`src/rtl/param_fancy_timer.sv`:
```
// Serial-triggered delay timer: hunts for PATTERN in the data stream, shifts in a
// DELAY_W-bit delay field, counts (delay+1)*TICKS cycles, then holds done until ack.
module param_fancy_timer #(
    parameter int               PAT_W   = 4,
    parameter logic [PAT_W-1:0] PATTERN = 4'b1101,
    parameter int               DELAY_W = 4,
    parameter int               TICKS   = 1000
) (
    input  logic               clk,
    input  logic               reset,
    input  logic               data,
    input  logic               ack,
    input  logic               abort,
    output logic [DELAY_W-1:0] count,
    output logic               counting,
    output logic               done
);

    localparam int FILL_W = $clog2(PAT_W + 1);
    localparam int BIT_W  = (DELAY_W > 1) ? $clog2(DELAY_W) : 1;
    localparam int TICK_W = (TICKS > 1) ? $clog2(TICKS) : 1;

    localparam logic [FILL_W-1:0] FILL_FULL = FILL_W'(PAT_W);
    localparam logic [BIT_W-1:0]  BIT_LAST  = BIT_W'(DELAY_W - 1);
    localparam logic [TICK_W-1:0] TICK_LAST = TICK_W'(TICKS - 1);

    typedef enum logic [1:0] {
        SEARCH = 2'd0,
        SHIFT  = 2'd1,
        COUNT  = 2'd2,
        DONE   = 2'd3
    } state_t;

    state_t              state_q, state_d;
    logic [PAT_W-1:0]    hist_q, hist_d;
    logic [FILL_W-1:0]   fill_q, fill_d;
    logic [BIT_W-1:0]    bit_q, bit_d;
    logic [DELAY_W-1:0]  delay_q, delay_d;
    logic [DELAY_W-1:0]  count_q, count_d;
    logic [TICK_W-1:0]   tick_q, tick_d;

    logic [PAT_W-1:0]    window_s;
    logic [DELAY_W-1:0]  delay_shift_s;
    logic [FILL_W-1:0]   fill_inc_s;
    logic                match_s;

    // Pattern window includes the bit arriving this cycle so a match is seen on the last pattern bit.
    always_comb begin
        window_s      = (hist_q << 1) | PAT_W'(data);
        delay_shift_s = (delay_q << 1) | DELAY_W'(data);
        if (fill_q == FILL_FULL) begin
            fill_inc_s = FILL_FULL;
        end else begin
            fill_inc_s = fill_q + FILL_W'(1);
        end
        match_s = (fill_inc_s == FILL_FULL) && (window_s == PATTERN);
    end

    // Next-state logic; every register not explicitly held falls back to zero.
    always_comb begin
        state_d = state_q;
        hist_d  = '0;
        fill_d  = '0;
        bit_d   = '0;
        delay_d = '0;
        count_d = '0;
        tick_d  = '0;
        case (state_q)
            SEARCH: begin
                if (match_s) begin
                    state_d = SHIFT;
                end else begin
                    hist_d = window_s;
                    fill_d = fill_inc_s;
                end
            end
            SHIFT: begin
                if (abort) begin
                    state_d = SEARCH;
                end else begin
                    delay_d = delay_shift_s;
                    if (bit_q == BIT_LAST) begin
                        state_d = COUNT;
                        count_d = delay_shift_s;
                    end else begin
                        bit_d = bit_q + BIT_W'(1);
                    end
                end
            end
            COUNT: begin
                if (abort) begin
                    state_d = SEARCH;
                end else if (tick_q == TICK_LAST) begin
                    // Zero is held for one full unit before finishing, giving (delay+1) units.
                    if (count_q != '0) begin
                        count_d = count_q - DELAY_W'(1);
                    end else begin
                        state_d = DONE;
                    end
                end else begin
                    tick_d  = tick_q + TICK_W'(1);
                    count_d = count_q;
                end
            end
            DONE: begin
                if (abort || ack) begin
                    state_d = SEARCH;
                end else begin
                    state_d = DONE;
                end
            end
            default: begin
                state_d = SEARCH;
            end
        endcase
    end

    // State and datapath registers with asynchronous clear.
    always_ff @(posedge clk or posedge reset) begin
        if (reset) begin
            state_q <= SEARCH;
            hist_q  <= '0;
            fill_q  <= '0;
            bit_q   <= '0;
            delay_q <= '0;
            count_q <= '0;
            tick_q  <= '0;
        end else begin
            state_q <= state_d;
            hist_q  <= hist_d;
            fill_q  <= fill_d;
            bit_q   <= bit_d;
            delay_q <= delay_d;
            count_q <= count_d;
            tick_q  <= tick_d;
        end
    end

    assign count    = count_q;
    assign counting = (state_q == COUNT);
    assign done     = (state_q == DONE);

endmodule
```
`config.mk`:
```
export PLATFORM = sky130hd
export DESIGN_NAME = param_fancy_timer
export DESIGN_NICKNAME = d
export VERILOG_FILES = /design/src/rtl/param_fancy_timer.sv
export SDC_FILE = /design/constraint.sdc
export NUM_CORES = 1
export LEC_CHECK = 0
export ABC_AREA = 1
export BUFFER_PORTS_ARGS = -buffer_cell sky130_fd_sc_hd__buf_2
export CORE_MARGIN = 3
export CORE_UTILIZATION = 60
export CTS_BUF_LIST = sky130_fd_sc_hd__clkbuf_16
export CTS_CLUSTER_SIZE = 30
export DETAILED_ROUTE_END_ITERATION = 16
export GPL_ROUTABILITY_DRIVEN = 0
export PLACE_DENSITY = 0.81
export SLEW_MARGIN = 40
export SYNTH_ARGS = -nofsm -noshare
export SYNTH_HDL_FRONTEND = slang
export SYNTH_SLANG_ARGS = --single-unit
```
`constraint.sdc`:
```
create_clock -name clk -period 2.3 [get_ports clk]
set_input_delay 0.46 -clock clk [delete_from_list [all_inputs] [get_ports clk]]
set_output_delay 0.46 -clock clk [all_outputs]
set_load 0.05 [all_outputs]
```
==> results of run 1 <==
-- power by group through the flow --
| stage | clock, mW | sequential, mW | combinational [mW] |
|---|---|---|---|
| 5_1_grt | 0.409 | 0.596 | 0.411 |
| 3_3_place_gp | 0 | 0.591 | 0.336 |
| 2_1_floorplan | 0 | 0.585 | 0.286 |
| 4_1_cts | 0.385 | 0.589 | 0.363 |
| 3_5_place_dp | 0 | 0.598 | 0.357 |
| 6_report | 0.380 | 0.590 | 0.361 |
-- through the flow --
step | instance area, sq um | hold WS (ps) | cells
detailed placement | 1500 | 437 | 200
global route | 1580 | 279 | 204
CTS | 1580 | 261 | 204
global placement | 1500 | 425 | 200
floorplan | 1420 | 410 | 163
finish | 1580 | 249 | 204
-- worst min-delay path, stage by stage --
cell,delay (ps)
buf_2,90
inv_1,40
buf_4,310
-- layout by cell type (no fill, tap or decap), types with 4 or more instances in the layout --
cell and instances:
nand3_1 11, nand2_2 6, o21ai_0 4, ha_1 10
inv_1 24, nand2_1 29, nor2_1 19, buf_2 10
dfrtp_1 27, o21ai_1 4
-- flip-flops by register name, indices dropped and copies added, names as in the netlist --
register and cells:
hist_q 3, fill_q 3, bit_q 2, tick_q 10, delay_q 3, state_q 2, count 4
-- layer usage --
metal	wire [microns]	part of all wire (%)	up-vias	track usage, %
met3	130	4.9	7	4.63
met2	1320	50	32	35.6
met4	35	1.3	0	7.05
met1	1170	44	503	24.7
met5	0	0	-	0
li1	-	-	545	-
-- layout make-up --
cell class	instances	area, sq um	share of cell area (%)
clock buffers	3	75.1	4.75
clock inverters	1	3.75	0.238
inverters	27	104	6.57
multi-input cells	108	631	39.9
flip-flops and latches	27	676	42.8
well taps	27	33.8	2.14
repair buffers	11	57.6	3.64
-- logic make-up after synthesis --
kind of cell	synth area share (%)
compound gates	7.57
xor+xnor	1.85
fa+ha+maj	8.80
buf+inv	8.10
flops	47.5
simple gates	26.1
-- worst paths after layout --
check	to	slack [ps]
min in group clk	bit_q[0]$_DFF_PP0_	460
max in group asynchronous	hist_q[1]$_DFF_PP0_	1800
min reg2reg	bit_q[0]$_DFF_PP0_	460
max reg2reg	state_q[0]$_DFFE_PP0P_	790
min	fill_q[1]$_DFF_PP0_	250
max	counting	580
==> results by group, run 1 <==
Status
  • Outcome: completed

Power
  • Net Sw Frac: roughly 32%
  • Clock power frac: between 20% and 30%
  • Max VDD drop: ~0.00047 V
  • P_leak: ~0.8 nW
  • Tot Pwr: between 1 and 1.5 mW
  • Comb pwr share: a little over a quarter
  • Psw: roughly 0.43 mW
  • Pwr Density: between 800 and 900 nW/um^2
  • Sequential power share: ~44%
  • Internal: approximately 0.90 mW

STA
  • Clock skew: between 1.5 and 2 ps
  • Worst Setup Slack, final: about 580 ps
  • Worst slew pin tran: 333 ps
  • Slew headroom: between 70% and 80%
  • Fmax achieved: 0.581 GHz
  • Final Hold Fails: 0
  • Unrepaired setup endpoints after global routing: false
  • TNS Setup: 0 ps
  • Pins Over Slew Limit: 0
  • Post-layout min period: ~1700 ps
  • Final period utilization: 74.9%
  • Final number of setup-violating endpoints: 0

Setup path
  • CP arrival: ~1300 ps
  • Critical setup path kind: reg -> out
  • CP required: approximately 1800 ps
  • Worst Setup Start Kind: flip-flop
  • Critical Path Start: state_q[0]$_DFFE_PP0P_
  • Slowest cell on crit path: dfrtp_1
  • Worst Reg-to-Reg Cells: 10
  • Critical Path Max Stage Delay: 410 ps
  • Buf/Inv on CP: 2
  • CP cell instances: inv_1 > ha_1 > buf_2
  • Top delay family on crit path: flip-flops
  • Setup crit end kind: output port
  • Reg2reg start: state_q[0]$_DFFE_PP0P_
  • Crit Path Max Fanout: 4
  • Critical Path Stages: 3

Yosys
  • Area share of the largest cell type after synthesis: a little under half
  • Synth async-reset ratio: 100%
  • Mapped Area: 1420 sq um
  • Post-Synthesis Cells: 163
  • Register area share after synthesis: 47.5%
  • Ys flop type: dfrtp_1
  • Most common cell in the netlist: nand2_1
  • #FFs+latches synth: 27
  • Netlist cell types: 29
  • Largest area contributor in the netlist: dfrtp_1
  • Syn nets: about 180
  • Synth top cells by count: 29 x nand2_1, 27 x dfrtp_1, 23 x inv_1
  • Synth top area cells: dfrtp_1 48%, ha_1 8.8%, nand2_1 7.7%
  • Yosys warns: 0
  • Syn Area/Cell: a little under 9 sq um
  • Post-synth EDFFs: 0

GRT
  • First-pass GRT wire length: ~4300 microns
  • Vias in the first global route: between 1000 and 1500
  • Total gr overflow: 0
  • Initial antenna violation count: 0
  • Pin count of the biggest net entering global routing: 28
  • Gr usage total: roughly 21%

Die
  • Initial Utilization: about two thirds
  • Floorplan Core Area: roughly 2100 sq um
  • Chip height: around 55 microns
  • Die area: about 3000 sq um
  • I/O pin cnt: 11
  • Die span in x: approximately 55 microns
  • Site row count: 16

Drt
  • DR pass1 iterations: 4
  • DRC: 0
  • Vias: 1087
  • DRT Wirelength: about 2700 microns
  • WL per Instance: between 10 and 15 microns
  • Final ANT Viol Nets: 0
  • Initial DRC Count: 14
  • Routed vias/inst: roughly 5.3

Clock tree
  • Clock Tree Buf Depth: 2
  • Post-cts sizing count: 0
  • Reg clk slew, reported paths: ~60 ps
  • H-tree levels: 1
  • Post-CTS Hold Buffers: 0
  • Clk root buf: clkbuf_16
  • Clk sinks: 27
  • Setup bufs post-CTS: 0
  • CTS buffer count: 3
  • Clock Latency Late Sink: ~260 ps
  • CTS tree: done

Min path
  • Worst hold path class: in -> async

Finish
  • Area grow syn2layout: 11.2%
  • Fillcell total: approximately 150
  • Share of layout cells above drive strength 1: 19.2%
  • Nets: roughly 190
  • Antenna diode count: 0
  • Final Core Density: between 70% and 80%

Place
  • Hpwl dp: 1930 microns
  • Post-Place Worst Slack: around 810 ps
  • I/O Buffers: 10

Job
  • Max cap viols: 0
Power figures use the tool's default switching activity.
==> run 2: changes to the inputs <==
- ABC_AREA: 1 -> 0
- CORE_UTILIZATION: 60 -> 58
- PLACE_DENSITY: 0.81 -> 0.78
- clock period: 2.3 -> 1.6 ns (I/O delays scaled with it)
==> run 2 against run 1 <==
The flow now finishes with violations (negative setup slack). Worst setup slack worse by 600 ps. Synthesized cell count fell by 18%. Critical path type is now reg -> reg. Largest power group unchanged. Hold slack worse by 170 ps. Design area is 10% higher.
==> results by group, run 2 <==
GRT
  • Gr usage total: 21.3% (was 20.5%)
  • First-pass GRT wire length: 4540 microns (was 4340 microns)
  • Initial antenna violation count: 0 (unchanged)
  • Pin count of the biggest net entering global routing: 17 (was 28)
  • Vias in the first global route: 1030 (was 1039)
  • Total gr overflow: 0 (unchanged)

Setup path
  • Crit Path Max Fanout: 5 (was 4)
  • CP required: 1750 ps (was 1840 ps)
  • Slowest cell on crit path: dfrtp_1 (unchanged)
  • Worst Setup Start Kind: flip-flop (unchanged)
  • Critical Path Max Stage Delay: 400 ps (was 410 ps)
  • Critical Path Start: state_q[1]$_DFFE_PP0P_ (was state_q[0]$_DFFE_PP0P_)
  • Critical Path Stages: 7 (was 3)
  • Top delay family on crit path: flip-flops (unchanged)
  • CP arrival: 1770 ps (was 1260 ps)
  • CP cell instances: buf_4 > ha_4 > and2b_2 > o31ai_4 > buf_4 > and4_1 > a211o_1 (was inv_1 > ha_1 > buf_2)
  • Critical setup path kind: reg -> reg (was reg -> out)
  • Setup crit end kind: flip-flop (was output port)
  • Worst Reg-to-Reg Cells: 7 (was 10)
  • Most frequent CP cell: buf_4
  • Reg2reg start: state_q[1]$_DFFE_PP0P_ (was state_q[0]$_DFFE_PP0P_)
  • Buf/Inv on CP: 2 (unchanged)

Status
  • Outcome: complete, but fails checks (was completed)
  • Failing checks: negative setup slack

Yosys
  • Syn nets: 148 (was 178)
  • Most common cell in the netlist: dfrtp_1 (was nand2_1)
  • Register area share after synthesis: 48.3% (was 47.5%)
  • Post-Synthesis Cells: 133 (was 163)
  • Syn Area/Cell: 10.5 sq um (was 8.72 sq um)
  • Area share of the largest cell type after synthesis: 48.3% (was 47.5%)
  • Mapped Area: 1400 sq um (was 1420 sq um)
  • Netlist cell types: 34 (was 29)
  • Synth top area cells: dfrtp_1 48%, ha_1 8.9%, and2_1 4.0% (was dfrtp_1 48%, ha_1 8.8%, nand2_1 7.7%)
  • Synth top cells by count: 27 x dfrtp_1, 13 x inv_1, 11 x nor2_1 (was 29 x nand2_1, 27 x dfrtp_1, 23 x inv_1)
  • Post-synth EDFFs: 0 (unchanged)
  • Ys flop type: dfrtp_1 (unchanged)
  • Yosys warns: 0 (unchanged)
  • Synth async-reset ratio: 100% (unchanged)
  • Largest area contributor in the netlist: dfrtp_1 (unchanged)
  • #FFs+latches synth: 27 (unchanged)

Finish
  • Final Core Density: 77.2% (was 75.2%)
  • Most frequent cells in the layout: 25 x dfrtp_1, 11 x inv_1, 11 x nor2_1 (was 29 x nand2_1, 27 x dfrtp_1, 24 x inv_1)
  • Reg with most FFs: tick_q (unchanged)
  • Area grow syn2layout: 24.5% (was 11.2%)
  • Cell area after layout: 1740 sq um (was 1580 sq um)
  • Max reg flops: 10 (unchanged)
  • Non-filler instance count after layout: 186 (was 204)
  • Nets: 174 (was 193)
  • Most common cell after layout, fill and taps aside: dfrtp_1 (was nand2_1)
  • Antenna diode count: 0 (unchanged)
  • Share of layout cells above drive strength 1: 27.8% (was 19.2%)
  • Fillcell total: 144 (was 147)

Clock tree
  • Reg clk slew, reported paths: 70 ps (was 60 ps)
  • H-tree levels: 1 (unchanged)
  • Clock Tree Buf Depth: 2 (unchanged)
  • Clk root buf: clkbuf_16 (unchanged)
  • CTS tree: done (unchanged)
  • Clk sinks: 27 (unchanged)
  • CTS buffer count: 3 (unchanged)
  • Clock Latency Late Sink: 260 ps (about the same)
  • Post-CTS Hold Buffers: 0 (unchanged)

Die
  • I/O pin cnt: 11 (unchanged)
  • Chip height: 55.1 microns (was 54.7 microns)
  • Die span in x: 55.1 microns (was 54.7 microns)
  • Site row count: 17 (was 16)
  • Initial Utilization: 62.0% (was 67.6%)
  • Floorplan Core Area: 2250 sq um (was 2100 sq um)
  • Die area: 3040 sq um (was 2990 sq um)

STA
  • Final period utilization: 101%
  • Hold slack: 76.2 ps (was 249 ps)
  • TNS Setup: -23.9 ps (was 0 ps)
  • Worst Setup Slack, final: -21.5 ps (was 578 ps)
  • Final number of setup-violating endpoints: 2 (was 0)
  • Final Hold Fails: 0 (unchanged)
  • Unrepaired setup endpoints after global routing: true (was false)
  • Fmax achieved: ~0.62 GHz
  • Clock skew: 4.47 ps (was 1.92 ps)
  • Slew headroom: 66.4% (was 77.8%)
  • Post-layout min period: approximately 1600 ps
  • Pins Over Slew Limit: 0 (unchanged)
  • Worst slew pin tran: 503 ps (was 333 ps)

Drt
  • DR pass1 iterations: 5 (was 4)
  • DRT Wirelength: 2940 microns (was 2650 microns)
  • Final ANT Viol Nets: 0 (unchanged)
  • Vias: 1079 (was 1087)
  • Routed vias/inst: 5.80 (was 5.33)
  • DRC: 0 (unchanged)
  • WL per Instance: 15.8 microns (was 13.0 microns)
  • Initial DRC Count: 14 (unchanged)

Power
  • Max VDD drop: 0.00116 V (was 0.000472 V)
  • Pwr Density: 1260 nW/um^2 (was 842 nW/um^2)
  • P_leak: 0.809 nW (was 0.813 nW)

Place
  • Placed cell areas: 1580 sq um (was 1500 sq um)
  • I/O Buffers: 10 (unchanged)
  • Dpl cells: 177 (was 200)
  • Hpwl dp: 2100 microns (was 1930 microns)

Job
  • Max cap viols: 0 (unchanged)

Min path
  • Worst hold path class: in -> async (unchanged)
## run 2: changes by cell type after synthesis, moves of 4 or more
cell / delta
nor2_1: -8
nand2_1: -25
a21oi_1: +4
and2_1: +9
nand3_1: -7
nand2_2: -6
xnor2_1: +4
inv_1: -10
o21ai_1: -4
## run 2: metrics by stage
step | worst slack, ps | power [mW]
after detailed placement | -75.8 | 1.54
final | -21.5 | 2.19
after global placement | 6.43 | 1.50
after floorplan | -23.0 | 1.33
after CTS | -37.0 | 2.15
after global routing | -117 | 2.33
## run 2: where the power goes
part | total [mW] | internal, mW | switching [mW]
registers | 0.836 | 0.775 | 0.0604
logic | 0.796 | 0.362 | 0.435
clock network | 0.557 | 0.334 | 0.222
## run 2: logic make-up after synthesis
kind of cell             Yosys count  synth area share [%]
AO/OA/AOI/OAI                     25                  13.2
XOR/XNOR                           8                  5.01
adder cells (fa/ha/maj)           10                  8.94
buffers and inverters             14                  4.03
flip-flops                        27                  48.3
AND/OR/NAND/NOR                   49                  20.5
## run 2: cell type report
| class | instances | area, sq um | share of cell area [%] |
|---|---|---|---|
| Multi-Input combinational cell | 92 | 744 | 42.7 |
| Timing Repair Buffer | 22 | 156 | 8.98 |
| Clock inverter | 1 | 3.75 | 0.216 |
| Sequential cell | 27 | 678 | 38.9 |
| Tap cell | 28 | 35.0 | 2.01 |
| Inverter | 13 | 48.8 | 2.80 |
| Clock buffer | 3 | 75.1 | 4.31 |
## run 2: what timing repair did
item,4_1_cts,5_1_grt
buffers inserted,2,3
gates resized for setup,1,11
gates cloned,0,0
setup endpoints to repair,2,18
pin swaps,4,4
## run 2: final timing paths
path | end | slack, ps
max | state_q[1]$_DFFE_PP0P_ | -20
min | tick_q[1]$_DFF_PP0_ | 80
min in group clk | delay_q[0]$_DFF_PP0_ | 350
max in group asynchronous | count[2]$_DFFE_PP0P_ | 1070
min reg2reg | bit_q[0]$_DFF_PP0_ | 440
max reg2reg | state_q[1]$_DFFE_PP0P_ | -20
## run 2: layer usage
layer  wire (microns)  track usage, %  part of all wire, %
met5                0               0                    0
met2             1580            38.2                   54
met4               34            8.10                  1.2
met3              104            3.49                  3.5
met1             1220            25.2                   42
